--- src/rtl/count_sweep_pkg.sv ---
// rtl/count_sweep_pkg.sv - shared FSM state and mode codes for the sweep controller
// Contents: state_t (IDLE, PRIME, RUN, DONE), mode codes MODE_UP/MODE_DN/MODE_TRI,
// and is_tri() which treats both 10 and 11 as triangle.
package count_sweep_pkg;

  typedef enum logic [1:0] {
    IDLE  = 2'd0,
    PRIME = 2'd1,
    RUN   = 2'd2,
    DONE  = 2'd3
  } state_t;

  localparam logic [1:0] MODE_UP  = 2'b00;
  localparam logic [1:0] MODE_DN  = 2'b01;
  localparam logic [1:0] MODE_TRI = 2'b10;

  // Any code with the triangle bit set (10 or 11) sweeps as a triangle.
  function automatic logic is_tri(input logic [1:0] m);
    return (m & MODE_TRI) != 2'b00;
  endfunction

endpackage

--- src/rtl/updown_load_cnt.sv ---
// rtl/updown_load_cnt.sv - WIDTH-bit up/down counter with synchronous load and enable
// Ports:
//   clk      in   clock, rising edge
//   reset    in   asynchronous active-low reset, clears the count
//   i_load   in   load i_value (has priority over i_en)
//   i_value  in   WIDTH  load value
//   i_en     in   step the counter by one
//   i_up     in   1 = increment, 0 = decrement
//   o_count  out  WIDTH  current count
module updown_load_cnt #(
  parameter int WIDTH = 8
) (
  input  logic             clk,
  input  logic             reset,
  input  logic             i_load,
  input  logic [WIDTH-1:0] i_value,
  input  logic             i_en,
  input  logic             i_up,
  output logic [WIDTH-1:0] o_count
);

  logic [WIDTH-1:0] r_count;

  always_ff @(posedge clk or negedge reset) begin
    if (!reset) begin
      r_count <= '0;
    end else if (i_load) begin
      r_count <= i_value;
    end else if (i_en) begin
      r_count <= i_up ? r_count + 1'b1 : r_count - 1'b1;
    end
  end

  assign o_count = r_count;

endmodule

--- src/rtl/count_sweep_ctrl.sv ---
// rtl/count_sweep_ctrl.sv - bounded sawtooth/triangle sweep controller with repeat count
// Optional feature: define COUNT_SWEEP_PAUSE_EN to add the pause input (freezes RUN).
// Ports:
//   clk    in   clock, rising edge
//   reset  in   asynchronous active-low reset
//   start  in   begin a sweep program (sampled in IDLE only)
//   stop   in   abort; returns to IDLE holding count/dir
//   mode   in   2      00 up-saw, 01 down-saw, 1x triangle
//   lo/hi  in   WIDTH  inclusive sweep bounds
//   reps   in   REP_W  number of sweeps, 0 = run until stop
//   pause  in   (COUNT_SWEEP_PAUSE_EN only) freeze RUN
//   count  out  WIDTH  current counter value
//   dir    out  1 = counting up
//   busy   out  high in PRIME and RUN
//   wrap   out  one-cycle pulse at each sweep end
//   done   out  one-cycle pulse on program completion
//   err    out  one-cycle pulse on a start with lo > hi
module count_sweep_ctrl
  import count_sweep_pkg::*;
#(
  parameter int WIDTH = 8,
  parameter int REP_W = 8
) (
  input  logic             clk,
  input  logic             reset,
  input  logic             start,
  input  logic             stop,
  input  logic [1:0]       mode,
  input  logic [WIDTH-1:0] lo,
  input  logic [WIDTH-1:0] hi,
  input  logic [REP_W-1:0] reps,
`ifdef COUNT_SWEEP_PAUSE_EN
  input  logic             pause,
`endif
  output logic [WIDTH-1:0] count,
  output logic             dir,
  output logic             busy,
  output logic             wrap,
  output logic             done,
  output logic             err
);

  state_t           r_state;
  logic [WIDTH-1:0] r_lo;
  logic [WIDTH-1:0] r_hi;
  logic [1:0]       r_mode;
  logic [REP_W-1:0] r_reps;
  logic [REP_W-1:0] r_sweeps;
  logic             r_dir;
  logic             r_busy;
  logic             r_wrap;
  logic             r_done;
  logic             r_err;

  logic [WIDTH-1:0] w_count;
  logic             w_pause;
  logic             w_load;
  logic [WIDTH-1:0] w_value;
  logic             w_en;
  logic             w_up;
  logic             w_wrap_ev;
  logic             w_final;
  logic             w_dir_nxt;
  logic             w_at_lo;
  logic             w_at_hi;

`ifdef COUNT_SWEEP_PAUSE_EN
  assign w_pause = pause;
`else
  assign w_pause = 1'b0;
`endif

  assign w_at_lo = (w_count == r_lo);
  assign w_at_hi = (w_count == r_hi);
  // The sweep ending now is the last one when it brings the tally up to reps.
  assign w_final = (r_reps != '0) && ((r_sweeps + 1'b1) == r_reps);

  // Counter steering. Bounds are checked before every step so the counter
  // never leaves [lo,hi] and never relies on modular wrap at 0 or all-ones.
  always_comb begin
    w_load    = 1'b0;
    w_value   = r_lo;
    w_en      = 1'b0;
    w_up      = 1'b1;
    w_wrap_ev = 1'b0;
    w_dir_nxt = r_dir;
    case (r_state)
      PRIME: begin
        if (!stop) begin
          w_load  = 1'b1;
          w_value = (r_mode == MODE_DN) ? r_hi : r_lo;
        end
      end
      RUN: begin
        if (!stop && !w_pause) begin
          if (is_tri(r_mode)) begin
            if (r_lo == r_hi) begin
              // Degenerate triangle: nowhere to go, every cycle is a sweep end.
              w_wrap_ev = 1'b1;
            end else if (r_dir) begin
              w_en = 1'b1;
              if (w_at_hi) begin
                w_up      = 1'b0;
                w_dir_nxt = 1'b0;
              end
            end else begin
              w_en = 1'b1;
              if (w_at_lo) begin
                w_wrap_ev = 1'b1;
                w_dir_nxt = 1'b1;
              end else begin
                w_up = 1'b0;
              end
            end
          end else if (r_mode == MODE_DN) begin
            if (w_at_lo) begin
              w_wrap_ev = 1'b1;
              w_load    = 1'b1;
              w_value   = r_hi;
            end else begin
              w_en = 1'b1;
              w_up = 1'b0;
            end
          end else begin
            if (w_at_hi) begin
              w_wrap_ev = 1'b1;
              w_load    = 1'b1;
              w_value   = r_lo;
            end else begin
              w_en = 1'b1;
            end
          end
          // The last sweep end freezes count and dir where they are.
          if (w_wrap_ev && w_final) begin
            w_load    = 1'b0;
            w_en      = 1'b0;
            w_dir_nxt = r_dir;
          end
        end
      end
      default: ;
    endcase
  end

  updown_load_cnt #(
    .WIDTH (WIDTH)
  ) u_cnt (
    .clk     (clk),
    .reset   (reset),
    .i_load  (w_load),
    .i_value (w_value),
    .i_en    (w_en),
    .i_up    (w_up),
    .o_count (w_count)
  );

  always_ff @(posedge clk or negedge reset) begin
    if (!reset) begin
      r_state  <= IDLE;
      r_lo     <= '0;
      r_hi     <= '0;
      r_mode   <= MODE_UP;
      r_reps   <= '0;
      r_sweeps <= '0;
      r_dir    <= 1'b0;
      r_busy   <= 1'b0;
      r_wrap   <= 1'b0;
      r_done   <= 1'b0;
      r_err    <= 1'b0;
    end else begin
      r_wrap <= 1'b0;
      r_done <= 1'b0;
      r_err  <= 1'b0;
      case (r_state)
        IDLE: begin
          // stop outranks start; a bad range is flagged without capturing.
          if (start && !stop) begin
            if (lo <= hi) begin
              r_lo     <= lo;
              r_hi     <= hi;
              r_mode   <= mode;
              r_reps   <= reps;
              r_sweeps <= '0;
              r_busy   <= 1'b1;
              r_state  <= PRIME;
            end else begin
              r_err <= 1'b1;
            end
          end
        end
        PRIME: begin
          if (stop) begin
            r_busy  <= 1'b0;
            r_state <= IDLE;
          end else begin
            r_dir   <= (r_mode != MODE_DN);
            r_state <= RUN;
          end
        end
        RUN: begin
          if (stop) begin
            r_busy  <= 1'b0;
            r_state <= IDLE;
          end else if (!w_pause) begin
            r_dir <= w_dir_nxt;
            if (w_wrap_ev) begin
              r_wrap   <= 1'b1;
              r_sweeps <= r_sweeps + 1'b1;
              if (w_final) begin
                r_busy  <= 1'b0;
                r_state <= DONE;
              end
            end
          end
        end
        DONE: begin
          r_done  <= 1'b1;
          r_state <= IDLE;
        end
        default: r_state <= IDLE;
      endcase
    end
  end

  assign count = w_count;
  assign dir   = r_dir;
  assign busy  = r_busy;
  assign wrap  = r_wrap;
  assign done  = r_done;
  assign err   = r_err;

endmodule

--- config.mk ---
export PLATFORM = sky130hd
export DESIGN_NAME = count_sweep_ctrl
export DESIGN_NICKNAME = d
export VERILOG_FILES = /design/src/rtl/count_sweep_pkg.sv /design/src/rtl/updown_load_cnt.sv /design/src/rtl/count_sweep_ctrl.sv
export SDC_FILE = /design/constraint.sdc
export NUM_CORES = 1
export LEC_CHECK = 0
export ABC_AREA = 1
export CORE_AREA = 4 4 91 93
export DETAILED_ROUTE_END_ITERATION = 8
export DIE_AREA = 0 0 95 97
export PLACE_DENSITY = 0.71
export SETUP_SLACK_MARGIN = 0.4
export SYNTH_ARGS = -nofsm -noshare
export SYNTH_HDL_FRONTEND = slang
export SYNTH_SLANG_ARGS = --single-unit
--- constraint.sdc ---
create_clock -name clk -period 3.51 [get_ports clk]
set_input_delay 0.5265 -clock clk [delete_from_list [all_inputs] [get_ports clk]]
set_output_delay 0.5265 -clock clk [all_outputs]
set_load 0.05 [all_outputs]
Yosys cells after proc, flatten, opt, wreduce, memory -nomap -nowiden
Cells that the tools add are included.
{ "totals": {"ff_bits": 49, "inputBits": 30, "output_inout_bits": 13} }
{ "classes": {"add_sub_neg": 3, "order_cmp": 1, "n_eq_ne": 20, "muxes": 71, "reduce_logical": 15} }
{ "op_table": {"columns": ["op", "count"], "rows": [
  ["$mux 8", 13],
  ["$mux 1", 46],
  ["$eq 8x8->1", 4],
  ["$pmux 8 s2", 2],
  ["$ne 2x2->1 const B", 9],
  ["$add 8x1->8 const B", 2],
  ["$mux 2", 6],
  ["$reduce_and 6->1", 2],
  ["$le 8x8->1", 1],
  ["$pmux 2 s4", 1],
  ["$reduce_bool 8->1", 1],
  ["$sub 8x1->8 const B", 1],
  ["$ne 3x3->1 const B", 2],
  ["$reduce_bool 2->1", 3],
  ["$reduce_and 5->1", 1],
  ["$eq 2x1->1 const B", 2],
  ["$eq 2x2->1 const B", 2],
  ["$pmux 1 s2", 2],
  ["$reduce_and 4->1", 1],
  ["$logic_and 1x1->1", 3],
  ["$pmux 1 s3", 1],
  ["$reduce_and 3->1", 1],
  ["$reduce_bool 3->1", 1],
  ["$logic_not 2->1", 1],
  ["2 further kinds", 2]
]} }

Longest topological paths before layout
Gate-level depths: netlist of the first run.
{ "depth": {"ltp_word": 13, "depth_mapped": 23, "mapped_depth_nobuf": 23} }

Hierarchy
Synthesis of the first run repeated with hierarchy kept, for this count alone.
{ "unflattened": {"cells_unflattened": 552, "area_unflattened_um2": 3748.6} }
{ "by_module_without_submodules": {"columns": ["module", "n_inst", "cells_each", "area_each_um2", "seq_area_each_um2"], "rows": [
  ["count_sweep_ctrl", 1, 463, 3057.9, 1026.0],
  ["updown_load_cnt", 1, 89, 690.7, 200.2]
]} }

Worst setup path after synthesis of the first run
OpenSTA, ideal clock, no wires.
{ "synth_path": {"path_type": "register to register", "startpoint": "register u_cnt.r_count[1] (netlist: u_cnt.o_count[1])", "endpoint": "register u_cnt.r_count[5] (netlist: u_cnt.o_count[5])", "t_arrival_ns": 2.964, "t_required_ns": 3.443, "path_slack_ns": 0.479, "path_stages_with_launch": 21, "path_buffers": 0, "synth_period_minus_slack_ns": 3.031, "cell_sequence": "dfrtp_1 -> inv_1 -> nand2_1 -> nand4_1 -> nor2_2 -> nand2_1 -> nand2_1 -> nand2_1 -> nand2_1 -> inv_1 -> ha_1 -> nand2_1 -> nand2_1 -> a31oi_1 -> inv_1 -> a21oi_1 -> o21ai_0 -> xor2_1 -> o21ai_1 -> nand2_1 -> nand2_1"} }
{ "synth_via": {"elab_chain_cells": 12, "elab_cells_between_ends": 39} }
{ "synth_lines": {"columns": ["item", "line_no", "rtl"], "rows": [
  ["start: declaration", "updown_load_cnt.sv:22", "logic [WIDTH-1:0] r_count;"],
  ["start signal: assignment", "updown_load_cnt.sv:28", "r_count <= i_value;"],
  ["start signal: assignment", "updown_load_cnt.sv:30", "r_count <= i_up ? r_count + 1'b1 : r_count - 1'b1;"],
  ["$eq 8x8->1", "count_sweep_ctrl.sv:73", "assign w_at_lo = (w_count == r_lo);"],
  ["$mux 1", "count_sweep_ctrl.sv:108, count_sweep_ctrl.sv:116", null],
  ["$mux 1", "count_sweep_ctrl.sv:100", "end else if (r_dir) begin"],
  ["$mux 1", "count_sweep_ctrl.sv:97", "if (r_lo == r_hi) begin"],
  ["$mux 1", "count_sweep_ctrl.sv:96", "if (is_tri(r_mode)) begin"],
  ["$mux 1", "count_sweep_ctrl.sv:95", "if (!stop && !w_pause) begin"],
  ["$mux 1", "count_sweep_ctrl.sv:87", "case (r_state)"],
  ["$logic_and 1x1->1", "count_sweep_ctrl.sv:134", "if (w_wrap_ev && w_final) begin"],
  ["$mux 1", "count_sweep_ctrl.sv:134", null],
  ["$mux 1", "count_sweep_ctrl.sv:95", null],
  ["$pmux 1 s2 / $mux 1 (equally long branches)", "count_sweep_ctrl.sv:87", null],
  ["$mux 8 / $reduce_bool 2->1 (equally long branches)", null, null]
]} }
Several ways; a longest one is shown, not always the timed one. The select of a mux whose other input is x is not followed.
A chain may end at the register's enable or synchronous reset.

Worst setup path in the final report of the first run
{ "layout_path": {"startpoint": "register u_cnt.r_count[6] (netlist: u_cnt.o_count[6])", "endpoint": "register u_cnt.r_count[7] (netlist: u_cnt.o_count[7])"} }
Same word-level chain as after synthesis.

==> results of run 1 <==
-- final cells by class --
| type | instances | area share [%] |
|---|---|---|
| multi-input cells | 370 | 49.5 |
| flip-flops and latches | 49 | 28.7 |
| repair buffers | 48 | 10.7 |
| inverters | 66 | 5.82 |
| well taps | 102 | 2.97 |
| clock buffers | 6 | 1.92 |
| clock inverters | 2 | 0.320 |
-- path summary, 6_finish.rpt --
kind	from	end	cells after the start
setup / recovery	u_cnt.o_count[6]	u_cnt.o_count[7]	20
min in group clk	busy	busy	2
setup reg to reg	u_cnt.o_count[6]	u_cnt.o_count[7]	20
max in group asynchronous	reset	u_cnt.o_count[7]	2
hold / removal	reset	r_reps[1]	1
hold reg to reg	busy	busy	2
-- stage by stage --
| step | util (%) | cells | power, mW |
|---|---|---|---|
| 2_1_floorplan | - | 495 | 2.47 |
| 3_3_place_gp | 55.0 | 633 | 2.94 |
| 3_5_place_dp | 55.0 | 633 | 2.96 |
| 4_1_cts | 56.4 | 641 | 3.33 |
| 5_1_grt | 57.1 | 643 | 3.69 |
| 6_report | 57.1 | 643 | 3.37 |
-- metal layers --
metal / up-vias / GRT usage (%)
li1: 1694 / -
met1: 1501 / 28.4
met2: 58 / 30.3
met3: 4 / 2.57
met4: 0 / 4.44
met5: - / 0
-- cells by family after synthesis --
| kind of cell | count (synthesis) | synth area share, % |
|---|---|---|
| AOI/OAI and AO/OA | 85 | 13.0 |
| and+or+nand+nor | 234 | 29.3 |
| buffers and inverters | 76 | 8.64 |
| DFF | 49 | 33.7 |
| xor gates and xnor gates | 25 | 6.40 |
| adders and majority gates | 20 | 7.09 |
| muxes | 6 | 1.86 |
-- power groups by stage --
stage | combinational (mW) | sequential (mW) | clock (mW)
floorplan | 1.27 | 1.20 | 0
global placement | 1.86 | 1.08 | 0
detailed placement | 1.87 | 1.09 | 0
CTS | 1.89 | 1.08 | 0.366
global route | 2.16 | 1.12 | 0.403
finish | 1.93 | 1.09 | 0.357
-- registers in the layout, indices dropped and copies added (netlist names), 2 cells and up --
register,count
r_hi,8
r_lo,8
r_reps,8
r_sweeps,8
u_cnt.o_count,8
r_mode,2
r_state,2
-- synth_stat cells, drive strengths merged --
library cell,instances
a211oi,1
a21oi,40
a22oi,1
a31oi,2
and2,1
buf,4
clkbuf,6
dfrtp,49
fa,1
ha,19
inv,66
mux2,6
nand2,132
nand3,44
nand3b,2
nand4,6
nor2,48
nor3,1
o211ai,4
o21a,1
o21ai,32
o221ai,2
o31ai,1
o41ai,1
xnor2,16
xnor3,1
xor2,8
-- worst register-to-register path, stage by stage (launching register included) --
cell     delay [ps]
dfrtp_1         480
xnor2_1         190
nand2_1          80
nor2_2          200
nand2_2         140
nand2_1          90
nand2_1          90
nand2_2         110
inv_4            60
ha_2            380
nand2_1          70
nand2_1         100
a31oi_4          50
o31ai_1         340
inv_1            80
nand3_1          90
nand2_1          50
inv_1            60
nand2_2          50
nand3_2          50
nand2_1          50
-- repair_timing --
item | CTS | global route
setup buffers | 0 | 2
resized for setup | 4 | 15
cloned | 0 | 0
pin swaps | 0 | 2
setup endpoints to repair | 1 | 3
==> flow_metrics.py, run 1 <==
metrics = {
    "status": {
        "status": "completed",
    },
    "timing": {
        "finalCritPeriodShare_pct": 82.3,
        "fmax_mhz": 346,
        "post-route-min-period_ps": 2890,
        "rsz0062_at_grt": "false",
        "slew_headroom_pct": 54.2,
        "setup_slack_ps": 622,
        "slew_violations": 0,
        "tightest_slew_ps": 688,
        "fin_skew_ps": 6.20,
        "hold_slack_ps": 254,
        "setup_viol": 0,
        "finalHoldViolCount": 0,
        "timing.setup.tns_ps": 0,
    },
    "route": {
        "dr_wl_met2_um": 3950,
        "vias": 3257,
        "wl_met1_um": 4160,
        "antenna_left": 0,
        "wl_met3_um": 309,
        "routed_via_density": 5.07,
        "top_layer_used": "met4",
        "drt-total-wl_um": 8480,
        "first_iter_violations": 204,
        "wire_per_inst_um": 13.2,
        "drtPass1Iterations": 4,
        "drc": 0,
    },
    "worst_setup_path": {
        "worst_setup_path_start_kind": "flop",
        "crit_path_max_incr_delay_ps": 480,
        "path_buf_inv": 3,
        "critPathSlowestCell": "dfrtp_1",
        "crit_type": "reg2reg",
        "path_cells": "xnor2_1 > nand2_1 > nor2_2 > nand2_2 > nand2_1 > nand2_1 > nand2_2 > inv_4 > ha_2 > nand2_1 > nand2_1 > a31oi_4 > o31ai_1 > inv_1 > nand3_1 > nand2_1 > inv_1 > nand2_2 > nand3_2 > nand2_1",
        "cp_data_required_time_ps": 3710,
        "worst_ep_arrival_time_ps": 3090,
        "cp_common_cell": "nand2_1",
        "path_max_fanout": 6,
        "cp-end-kind": "flop",
        "rrSetupSlack_ps": 620,
        "cp_top_family": "simple AND/OR/NAND/NOR gates",
    },
    "placement": {
        "portBuffers": 42,
        "pre_cts_slack_ps": 359,
        "hpwl_um": 6620,
        "postPlaceCellArea_mm2": 0.00414,
        "gp_congestion": 0.908,
    },
    "clock_tree": {
        "clkTransAtPathRegs_ps": 90,
        "ctsHoldBuffers": 0,
        "cts_max_path_buffers": 2,
        "h-tree-depth": 2,
        "cts_tree": "yes",
        "cts_buffers": 5,
        "clkSinkCount": 49,
        "clock-root-buffer": "clkbuf_8",
        "clock_latency_ps": 300,
    },
    "logic_synthesis": {
        "ys_seq_elements": 49,
        "ys_top_cells_by_area": "dfrtp_1, nand2_1, ha_1",
        "synth.yosys.warnings": 0,
        "synth_cell_type_count": 40,
        "synth-seq-area-share_pct": 33.7,
        "avgSynthCellArea_um2": 7.34,
        "netlist_area_mm2": 0.00363,
        "synth_nets": 545,
        "synthesis.instances": 495,
        "yosys.area.top_type": "dfrtp_1",
        "synth_top_area_share_pct": 33.7,
    },
    "grt": {
        "antenna_found_initial": 0,
        "grt_usage_pct": 19.4,
        "grt_pass1_vias": 3069,
        "grt-ovfl-total": 0,
        "grt_max_degree": 47,
        "grt_pass1_wl_um": 14400,
    },
    "die": {
        "core_mm2": 0.00753,
        "die_area_mm2": 0.00922,
        "die_w_um": 95,
        "ios": 43,
        "start_util_pct": 48.3,
        "dieHeight_um": 97,
        "row_count": 32,
    },
    "finish": {
        "regArea_mm2": 0.00123,
        "layout-drive-gt1-share_pct": 12.4,
        "layout_commonest_cell": "nand2_1",
        "final_cell_mix": "nand2_1, inv_1, dfrtp_1",
        "final_nets": 590,
        "areaGrowthSynthToFinish_pct": 18.2,
        "diodes": 0,
        "fill_cells": 733,
        "final_cell_area_mm2": 0.00430,
        "multiInputGateArea_mm2": 0.00213,
    },
    "power_and_ir_drop": {
        "cellPowerDensity_mw_per_mm2": 785,
        "p_comb_share_pct": 57.2,
        "p_clk_share_pct": 10.6,
        "switching_share_pct": 49.9,
        "p_int_mw": 1.69,
        "irDropWorstVdd_uv": 335,
        "switching_power_mw": 1.68,
        "pwr-share-seq_pct": 32.2,
        "p_leak_nw": 2.01,
    },
    "worst_hold_path": {
        "worst_hold_path_type": "in2async",
    },
    "run": {
        "drv_cap": 0,
    },
}
Note: power is estimated with default switching activity, not from simulation.
==> inputs of run 2 (changes only) <==
Clock period 3.51 ns to 2.8 ns, I/O delays scaled along.
==> flow_metrics.py, run 2 (same netlist as run 1, synthesis figures left out) <==
metrics = {
    "worst_setup_path": {
        "path_cells": "xnor2_1 > nand2_1 > nor2_4 > nand3b_4 > nand3_2 > nand2_4 > nand2_4 > inv_6 > buf_12 > ha_1 > nand2_2 > a21oi_1 > a211oi_2 > o31ai_4 > nand3_1 > nand2_1 > inv_1 > nand2_2 > nand3_2 > nand2_1",
        "critPathSlowestCell": "dfrtp_2",
        "cp-end-kind": "flop",
        "cp_data_required_time_ps": 3000,
        "crit_type": "reg2reg",
        "worst_setup_path_start_kind": "flop",
        "cp_common_cell": "nand2_1",
        "rrSetupSlack_ps": 90,
        "path_max_fanout": 4,
        "crit_path_max_incr_delay_ps": 460,
        "worst_ep_arrival_time_ps": 2910,
    },
    "clock_tree": {
        "clkSinkCount": 49,
        "cts_tree": "yes",
        "clock_latency_ps": 300,
        "clock-root-buffer": "clkbuf_8",
        "h-tree-depth": 2,
        "clkTransAtPathRegs_ps": 90,
        "cts_buffers": 5,
        "ctsHoldBuffers": 0,
        "cts_max_path_buffers": 2,
    },
    "timing": {
        "slew_violations": 0,
        "finalHoldViolCount": 0,
        "setup_slack_ps": 88.3,
        "fmax_mhz": 369,
        "finalCritPeriodShare_pct": 96.8,
        "timing.setup.tns_ps": 0,
        "tightest_slew_ps": 538,
        "slew_headroom_pct": 64.1,
        "hold_slack_ps": 88.6,
        "fin_skew_ps": 4.05,
        "setup_viol": 0,
        "post-route-min-period_ps": 2710,
        "rsz0062_at_grt": "true",
    },
    "route": {
        "antenna_left": 0,
        "routed_via_density": 5.07,
        "first_iter_violations": 245,
        "drtPass1Iterations": 5,
        "drt-total-wl_um": 9200,
        "vias": 3431,
        "drc": 0,
        "wire_per_inst_um": 13.6,
    },
    "die": {
        "start_util_pct": 48.3,
        "die_w_um": 95,
        "core_mm2": 0.00753,
        "row_count": 32,
        "dieHeight_um": 97,
        "die_area_mm2": 0.00922,
        "ios": 43,
    },
    "finish": {
        "final_cell_mix": "nand2_1, inv_1, clkdlybuf4s50_1",
        "post-route-util_pct": 63.5,
        "final_nets": 624,
        "diodes": 0,
        "layout_commonest_cell": "nand2_1",
        "final_cell_area_mm2": 0.00478,
        "layout-drive-gt1-share_pct": 23.0,
        "fin_cells": 677,
        "areaGrowthSynthToFinish_pct": 31.5,
    },
    "power_and_ir_drop": {
        "cellPowerDensity_mw_per_mm2": 981,
        "finalPower_mw": 4.69,
        "p_leak_nw": 2.23,
        "irDropWorstVdd_uv": 361,
    },
    "grt": {
        "grt_pass1_wl_um": 14500,
        "antenna_found_initial": 0,
        "grt-ovfl-total": 0,
        "grt_max_degree": 33,
        "grt_pass1_vias": 3081,
        "grt_usage_pct": 19.8,
    },
    "placement": {
        "pre_cts_slack_ps": -9.49,
        "hpwl_um": 6790,
        "gp_congestion": 0.935,
        "postPlaceCellArea_mm2": 0.00431,
        "portBuffers": 42,
        "placedCellCount": 641,
    },
    "run": {
        "drv_cap": 0,
    },
    "worst_hold_path": {
        "worst_hold_path_type": "in2async",
    },
    "status": {
        "status": "completed",
    },
}
## run 2: cell count changes in the layout (fill, tap and decap cells not counted), moves of 4 or more
cell	delta
buf_4	+27
dfrtp_1	-7
dfrtp_2	+7
ha_4	+4
nand2_1	-7
nand2_2	+5
xnor2_1	-4
xnor2_2	+4
## run 2: final cells by class
| class | count | area, um2 |
|---|---|---|
| clock buffers | 7 | 76.3 |
| fillers | 644 | 2750 |
| multi-input cells | 371 | 2320 |
| flip-flops and latches | 49 | 1240 |
| clock inverters | 1 | 7.51 |
| well taps | 102 | 128 |
| repair buffers | 81 | 756 |
| inverters | 66 | 253 |
## run 2: report_power, final
group | internal [mW] | total (mW) | switching [mW] | leakage, nW
Clock | 0.177 | 0.415 | 0.238 | 0.0385
Combinational | 1.21 | 2.90 | 1.69 | 1.61
Sequential | 1.01 | 1.38 | 0.368 | 0.584
Total | 2.39 | 4.69 | 2.30 | 2.23
## run 2: worst paths after layout
path                                  startpoint                to  cells past startpoint
max in group asynchronous                  reset  u_cnt.o_count[2]                      2
min in group clk                            busy              busy                      2
worst max register to register  u_cnt.o_count[3]  u_cnt.o_count[7]                     20
worst min-delay path                       reset       r_sweeps[4]                      1
worst max-delay path            u_cnt.o_count[3]  u_cnt.o_count[7]                     20
worst min register to register              busy              busy                      2
## run 2: critical path, delay by kind of cell (launching register included)
family | cells | cell delay, ps
XOR/XNOR | 1 | 160
buffers and inverters | 3 | 240
flip-flops | 1 | 460
AND/OR/NAND/NOR | 12 | 1040
AO/OA/AOI/OAI | 3 | 420
adder cells (fa/ha/maj) | 1 | 300
## run 2: timing repair
| item | 4_1_cts | 5_1_grt |
|---|---|---|
| cloned | 0 | 3 |
| resized for setup | 19 | 14 |
| setup endpoints to repair | 8 | 31 |
| pin swaps | 13 | 11 |
| buffers inserted | 19 | 6 |
## run 2: per-layer routing
metal	vias up	GRT usage, %	share of wire (%)
li1	1767	-	-
met4	0	4.66	1.0
met1	1570	28.8	48
met5	-	0	0
met2	86	31.0	47
met3	8	2.64	4.3
